`src/rtl/popcount_neuron_sched_if.sv`:
```
// Handshake and data bundle for the ternary-neuron popcount sequencer.
// Carries the operand request, the result response and the shared popcount link.
// slave = sequencer side, master = requester / popcount-unit side.
interface popcount_neuron_sched_if #(
  parameter int N_CHUNKS = 4,
  parameter int ACC_W    = 7
);
  // Operand request
  logic                           in_valid;
  logic                           in_ready;
  logic [11*N_CHUNKS-1:0]         in_x;
  logic [11*N_CHUNKS-1:0]         in_wpos;
  logic [11*N_CHUNKS-1:0]         in_wneg;
  logic signed [ACC_W-1:0]        in_thr;
  // Shared popcount unit, combinational round trip
  logic [10:0]                    pc_in;
  logic [3:0]                     pc_out;
  // Result response
  logic                           out_valid;
  logic                           out_ready;
  logic signed [ACC_W-1:0]        out_sum;
  logic                           out_act;
  logic                           busy;

  modport slave (
    input  in_valid, in_x, in_wpos, in_wneg, in_thr, pc_out, out_ready,
    output in_ready, pc_in, out_valid, out_sum, out_act, busy
  );

  modport master (
    output in_valid, in_x, in_wpos, in_wneg, in_thr, pc_out, out_ready,
    input  in_ready, pc_in, out_valid, out_sum, out_act, busy
  );
endinterface

```
`src/rtl/popcount_neuron_sched.sv`:
```
// Ternary neuron sequencer time-multiplexing one external popcount11 unit over N_CHUNKS chunks.
// Latency: result valid 2*N_CHUNKS cycles after accept; one operand set in flight at a time.
// Backpressure: in_ready only in IDLE; result held stable in DONE until out_ready.
// Ports: clk/rst (sync, active-high); bus (slave) carries in_* request, pc_in/pc_out popcount
// link, out_* response and busy.
module popcount_neuron_sched #(
  parameter int N_CHUNKS = 4,
  parameter int ACC_W    = 7
) (
  input  logic                    clk,
  input  logic                    rst,
  popcount_neuron_sched_if.slave  bus
);

  localparam int W     = 11 * N_CHUNKS;
  localparam int CNT_W = (N_CHUNKS > 1) ? $clog2(N_CHUNKS) : 1;
  localparam logic [CNT_W-1:0] LAST = CNT_W'(N_CHUNKS - 1);

  typedef enum logic [1:0] {S_IDLE, S_POS, S_NEG, S_DONE} state_t;

  state_t                  r_state;
  state_t                  w_state_nxt;
  logic [W-1:0]            r_x;
  logic [W-1:0]            r_mpos;
  logic [W-1:0]            r_mneg;
  logic signed [ACC_W-1:0] r_thr;
  logic signed [ACC_W-1:0] r_acc;
  logic signed [ACC_W-1:0] r_out_sum;
  logic                    r_out_act;
  logic [CNT_W-1:0]        r_chunk;

  logic [10:0]             w_x_chunk;
  logic [10:0]             w_mpos_chunk;
  logic [10:0]             w_mneg_chunk;
  logic [10:0]             w_pc_in;
  logic signed [ACC_W-1:0] w_pc_ext;
  logic signed [ACC_W-1:0] w_acc_pos;
  logic signed [ACC_W-1:0] w_acc_neg;
  logic                    w_in_ready;
  logic                    w_busy;

  // Chunk mux written as a constant-index loop so every slice is static.
  always_comb begin
    w_x_chunk    = '0;
    w_mpos_chunk = '0;
    w_mneg_chunk = '0;
    for (int k = 0; k < N_CHUNKS; k++) begin
      if (r_chunk == CNT_W'(k)) begin
        w_x_chunk    = r_x[11*k +: 11];
        w_mpos_chunk = r_mpos[11*k +: 11];
        w_mneg_chunk = r_mneg[11*k +: 11];
      end
    end
  end

  // pc_out is unsigned 0..15; zero-extend before signed accumulation.
  assign w_pc_ext  = ACC_W'(bus.pc_out);
  assign w_acc_pos = r_acc + w_pc_ext;
  assign w_acc_neg = r_acc - w_pc_ext;

  always_ff @(posedge clk) begin
    if (rst) r_state <= S_IDLE;
    else     r_state <= w_state_nxt;
  end

  always_comb begin
    w_state_nxt = r_state;
    w_in_ready  = 1'b0;
    w_busy      = 1'b0;
    w_pc_in     = '0;
    case (r_state)
      S_IDLE: begin
        w_in_ready = 1'b1;
        if (bus.in_valid) w_state_nxt = S_POS;
      end
      S_POS: begin
        w_busy      = 1'b1;
        w_pc_in     = w_x_chunk & w_mpos_chunk;
        w_state_nxt = S_NEG;
      end
      S_NEG: begin
        w_busy      = 1'b1;
        w_pc_in     = w_x_chunk & w_mneg_chunk;
        w_state_nxt = (r_chunk == LAST) ? S_DONE : S_POS;
      end
      S_DONE: begin
        if (bus.out_ready) w_state_nxt = S_IDLE;
      end
      default: w_state_nxt = S_IDLE;
    endcase
  end

  // Masks are resolved at capture: a bit set in both wpos and wneg lands in neither.
  always_ff @(posedge clk) begin
    if (rst) begin
      r_x       <= '0;
      r_mpos    <= '0;
      r_mneg    <= '0;
      r_thr     <= '0;
      r_acc     <= '0;
      r_chunk   <= '0;
      r_out_sum <= '0;
      r_out_act <= 1'b0;
    end else begin
      case (r_state)
        S_IDLE: begin
          if (bus.in_valid) begin
            r_x     <= bus.in_x;
            r_mpos  <= bus.in_wpos & ~bus.in_wneg;
            r_mneg  <= bus.in_wneg & ~bus.in_wpos;
            r_thr   <= bus.in_thr;
            r_acc   <= '0;
            r_chunk <= '0;
          end
        end
        S_POS: r_acc <= w_acc_pos;
        S_NEG: begin
          r_acc <= w_acc_neg;
          if (r_chunk == LAST) begin
            // Result registered on entry to DONE so it is stable for the whole hold.
            r_out_sum <= w_acc_neg;
            r_out_act <= (w_acc_neg >= r_thr);
          end else begin
            r_chunk <= r_chunk + CNT_W'(1);
          end
        end
        default: ;
      endcase
    end
  end

  assign bus.in_ready  = w_in_ready;
  assign bus.busy      = w_busy;
  assign bus.pc_in     = w_pc_in;
  assign bus.out_valid = (r_state == S_DONE);
  assign bus.out_sum   = r_out_sum;
  assign bus.out_act   = r_out_act;

endmodule

```
`src/flat_wrapper.sv`:
```
// flat-port wrapper written by rule: the top's interface ports become plain ports
module popcount_neuron_sched_flat 
#(
  parameter int N_CHUNKS = 4,
  parameter int ACC_W    = 7
)
  (clk, rst, bus_in_valid, bus_in_x, bus_in_wpos, bus_in_wneg, bus_in_thr, bus_pc_out, bus_out_ready, bus_in_ready, bus_pc_in, bus_out_valid, bus_out_sum, bus_out_act, bus_busy);
  popcount_neuron_sched_if #(.N_CHUNKS(N_CHUNKS), .ACC_W(ACC_W)) bus_i ();
  input  logic clk;
  input  logic rst;
  input wire logic [$bits(bus_i.in_valid)-1:0] bus_in_valid;
  input wire logic [$bits(bus_i.in_x)-1:0] bus_in_x;
  input wire logic [$bits(bus_i.in_wpos)-1:0] bus_in_wpos;
  input wire logic [$bits(bus_i.in_wneg)-1:0] bus_in_wneg;
  input wire logic [$bits(bus_i.in_thr)-1:0] bus_in_thr;
  input wire logic [$bits(bus_i.pc_out)-1:0] bus_pc_out;
  input wire logic [$bits(bus_i.out_ready)-1:0] bus_out_ready;
  output wire logic [$bits(bus_i.in_ready)-1:0] bus_in_ready;
  output wire logic [$bits(bus_i.pc_in)-1:0] bus_pc_in;
  output wire logic [$bits(bus_i.out_valid)-1:0] bus_out_valid;
  output wire logic [$bits(bus_i.out_sum)-1:0] bus_out_sum;
  output wire logic [$bits(bus_i.out_act)-1:0] bus_out_act;
  output wire logic [$bits(bus_i.busy)-1:0] bus_busy;
  assign bus_i.in_valid = bus_in_valid;
  assign bus_i.in_x = bus_in_x;
  assign bus_i.in_wpos = bus_in_wpos;
  assign bus_i.in_wneg = bus_in_wneg;
  assign bus_i.in_thr = bus_in_thr;
  assign bus_i.pc_out = bus_pc_out;
  assign bus_i.out_ready = bus_out_ready;
  assign bus_in_ready = bus_i.in_ready;
  assign bus_pc_in = bus_i.pc_in;
  assign bus_out_valid = bus_i.out_valid;
  assign bus_out_sum = bus_i.out_sum;
  assign bus_out_act = bus_i.out_act;
  assign bus_busy = bus_i.busy;
  popcount_neuron_sched #(.N_CHUNKS(N_CHUNKS), .ACC_W(ACC_W)) u_core (.clk(clk), .rst(rst), .bus(bus_i));
endmodule
```
`config.mk`:
```
export PLATFORM = sky130hd
export DESIGN_NAME = popcount_neuron_sched_flat
export DESIGN_NICKNAME = d
export VERILOG_FILES = /design/src/rtl/popcount_neuron_sched_if.sv /design/src/rtl/popcount_neuron_sched.sv /design/src/flat_wrapper.sv
export SDC_FILE = /design/constraint.sdc
export NUM_CORES = 1
export LEC_CHECK = 0
export ABC_AREA = 1
export CAP_MARGIN = 25
export CORE_ASPECT_RATIO = 0.5
export CORE_MARGIN = 3
export CORE_UTILIZATION = 51
export DETAILED_ROUTE_END_ITERATION = 16
export GPL_TIMING_DRIVEN = 0
export PLACE_DENSITY = 0.93
export SYNTH_ARGS = -nofsm -noshare
export SYNTH_HDL_FRONTEND = slang
export SYNTH_SLANG_ARGS = --single-unit
```
`constraint.sdc`:
```
create_clock -name clk -period 2.5 [get_ports clk]
set_input_delay 0.25 -clock clk [delete_from_list [all_inputs] [get_ports clk]]
set_output_delay 0.25 -clock clk [all_outputs]
set_load 0.005 [all_outputs]
```
==> reports/summary.txt <==
CTS tree = yes
Minimum clock period after layout = 2.48 ns
Pre-CTS setup slack = -0.376 ns
# hold bufs at CTS = 0
Top-area cell type share of the netlist area = 0.415
Drt pass-1 iters = 6
Top cells by area, synth = dfxtp_1 (41%), o21ai_0 (8.3%), nand2_1 (7.3%)
Routed Antenna Nets = 0
Syn Nets = 1186
Core area = 14100 µm²
Final Hold Vio Count = 0
Critical Path Fanout Max = 10
Max-slew violations = 0
RR Endpoint = u_core.bus.out_act
Fill cells = 1054
Register area share after synthesis = 0.415
Die X = 179 µm
PD cells = 867 nW/µm²
Worst hold path class = in -> reg
Initial DRC count = 1157
Critical Path AT = 2.23 ns
Vias per cell = 5.98
Starting Density = 0.542
CP Buf/Inv Count = 4
Ys flop type = dfxtp_1
Worst hold start = bus_in_wpos[34]
Skew-Pair Late Insertion Delay = 0.43 ns
CP max-delay cell = dfxtp_2
Worst hold slack = 0.416 ns
Number of flops mapped to enable cells by yosys = 0
IO Count = 169
Clock Skew = 0.00733 ns
Global-route wire length before repair = 42.3 mm
CTS Buffer Depth = 2
Yosys warns = 0
Fraction of registers with async set or reset after synthesis = 0
Worst Setup End Kind = primary output
FF-to-FF setup slack = 0.13 ns
Crit path largest cell delay = 0.34 ns
Antenna Cells = 0
Final TNS setup = 0 ns
CP Launch Point = u_core.r_chunk[1]
Crit-path leading delay family = buffers and inverters
Outcome = complete, no violations
DRC Markers = 0
Clock Sinks = 158
Least-Margin Pin Slew = 0.633 ns
Yosys reg bits = 158
VDD IR-drop max = 0.000646 V
Initial antenna violation count = 0
Setup ws final = 0.0161 ns
Leak = 4.55 nW
Relative slew slack = 0.578
Largest area contributor in the netlist = dfxtp_1
Netlist cell types = 38
Cell row count = 30
Post-detail-place hpwl = 19.6 mm
GPL Wtd Cong = 0.954
Synthesized area = 7620 µm²
Gr ovfl total = 0
Critical-path cell list = inv_2 -> ha_2 -> buf_6 -> buf_4 -> a22oi_1 -> nor2_1 -> a31oi_1 -> nor3_1 -> buf_2
CP required = 2.25 ns
Hold Path Depth = 3
Syn Inst Count = 1013
Max cap viols = 0
Worst hold endpoint = u_core.r_mpos[34]
CTS Root Cell = clkbuf_16
Startpoint Class = register
Die footprint = 16500 µm²
Die Ht = 92.4 µm
DR WL/cell = 19.5 µm
IO Port Bufs = 167
Total CTS buffers = 17
Utilization after layout = 0.741
R2R Path Start = u_core.r_acc[0]
Avg Inst Size Synth = 7.52 µm²
# setup viols final = 0
Largest net degree at the start of global routing = 17
Final Cycle Share = 0.994
Vias in the first global route = 8153
FF-to-FF path depth = 15
GRT Util Overall = 0.328
Via count = 8439
H-tree depth = 4
Worst Setup Path Type = reg -> out
Layout net count = 1380
Clk slew on worst S/H paths = 0.07 ns
Area Growth Syn to Fin = 36.8%
Layout cells sized above 1 = 0.138
Routed Wire Length = 27.5 mm
Fmax = 0.403 GHz
==> tightest hold or removal path, delay by kind of cell <==
kind | cells | cell delay [ns]
buf+inv | 1 | 0.41
simple gates | 1 | 0.09
compound gates | 1 | 0.05
==> how the worst max path moves through the flow <==
| stage | endpoint | slack [ns] | depth (start not counted) |
|---|---|---|---|
| after floorplan | u_core.bus.out_act | 0.39 | 15 |
| after global placement | u_core.bus.out_act | -0.31 | 15 |
| after detailed placement | u_core.bus.out_act | -0.38 | 15 |
| after CTS | bus_pc_in[6] | 0.006 | 10 |
| after global routing | u_core.bus.out_act | -0.03 | 15 |
| final | bus_pc_in[4] | 0.02 | 9 |
==> sequential cells by signal, summed over array words and instances (netlist names) <==
register            flops
u_core.r_mneg          44
u_core.r_chunk          2
u_core.r_state          2
u_core.r_mpos          44
u_core.r_thr            7
u_core.r_acc            7
u_core.bus.out_sum      7
u_core.bus.out_act      1
u_core.r_x             44
==> synth_stat cells (6+ instances only) <==
cell and instances:
o21ai_1 12, dfxtp_1 158, buf_4 8, o211ai_1 13
nor2_1 119, o211a_1 47, a31oi_1 8, nand3_1 70
buf_2 33, a22oi_1 10, clkbuf_1 22, nand2_1 149
o21ai_0 127, a21oi_1 74, inv_1 84, inv_2 6
ha_1 24
==> routing by layer <==
layer,part of all wire,up-vias,GRT usage
met5,0,-,0
met3,0.11,129,0.0979
met1,0.39,3951,0.419
li1,-,3814,-
met2,0.45,545,0.522
met4,0.044,0,0.130
==> through the flow <==
| step | power [W] | instances | cell area [µm²] |
|---|---|---|---|
| after floorplan | 0.00485 | 1013 | 7620 |
| after global placement | 0.00579 | 1372 | 9530 |
| after detailed placement | 0.00591 | 1372 | 9530 |
| after CTS | 0.00872 | 1409 | 10300 |
| after global routing | 0.00941 | 1412 | 10400 |
| final | 0.00904 | 1412 | 10400 |
==> cell type report <==
| class | count | area [µm²] | share of cell area |
|---|---|---|---|
| Clock inverter | 14 | 145 | 0.0139 |
| Timing Repair Buffer | 175 | 1680 | 0.161 |
| Clock buffer | 18 | 429 | 0.0412 |
| Multi-Input combinational cell | 697 | 4000 | 0.384 |
| Inverter | 90 | 340 | 0.0326 |
| Sequential cell | 158 | 3170 | 0.304 |
| Buffer | 68 | 420 | 0.0403 |
| Tap cell | 192 | 240 | 0.0230 |
==> where the power goes <==
part           total [W]  switching [W]  internal [W]
Clock            0.00260        0.00119       0.00141
Sequential       0.00318       0.000260       0.00292
Combinational    0.00326        0.00199       0.00127
Total            0.00904        0.00344       0.00560
==> logic make-up (layout without fill, tap and decap cells) <==
kind of cell,Yosys count,after routing,share of synthesized area
AO/OA/AOI/OAI,307,307,0.248
XOR/XNOR,1,1,0.00115
adder cells (fa/ha/maj),26,26,0.0446
buffers and inverters,158,365,0.0901
flip-flops,158,158,0.415
AND/OR/NAND/NOR,363,363,0.201
==> what timing repair did <==
action,CTS,global route
setup buffers,5,3
setup endpoints to repair,11,12
pin swaps,24,17
gates resized for setup,83,36
==> cells in the final DEF, fill, tap and decap left out, types with 5 or more instances in the layout <==
master and instances:
o211ai_1 13, a21oi_2 6, a21oi_1 71, clkbuf_1 22, o21ai_2 5, a22oi_1 6
nand2_2 7, clkbuf_2 6, clkbuf_16 17, nor2_1 116, nand2_1 145, nand3_1 65
buf_4 16, inv_1 81, clkdlybuf4s50_1 156, ha_1 21, buf_2 31, nor3_2 7
o21ai_0 123, buf_6 5, o211a_1 47, dfxtp_1 154, inv_2 8, inv_6 6
o21ai_1 12, nand3_2 6, or2_2 5
Power figures use the tool's default switching activity.
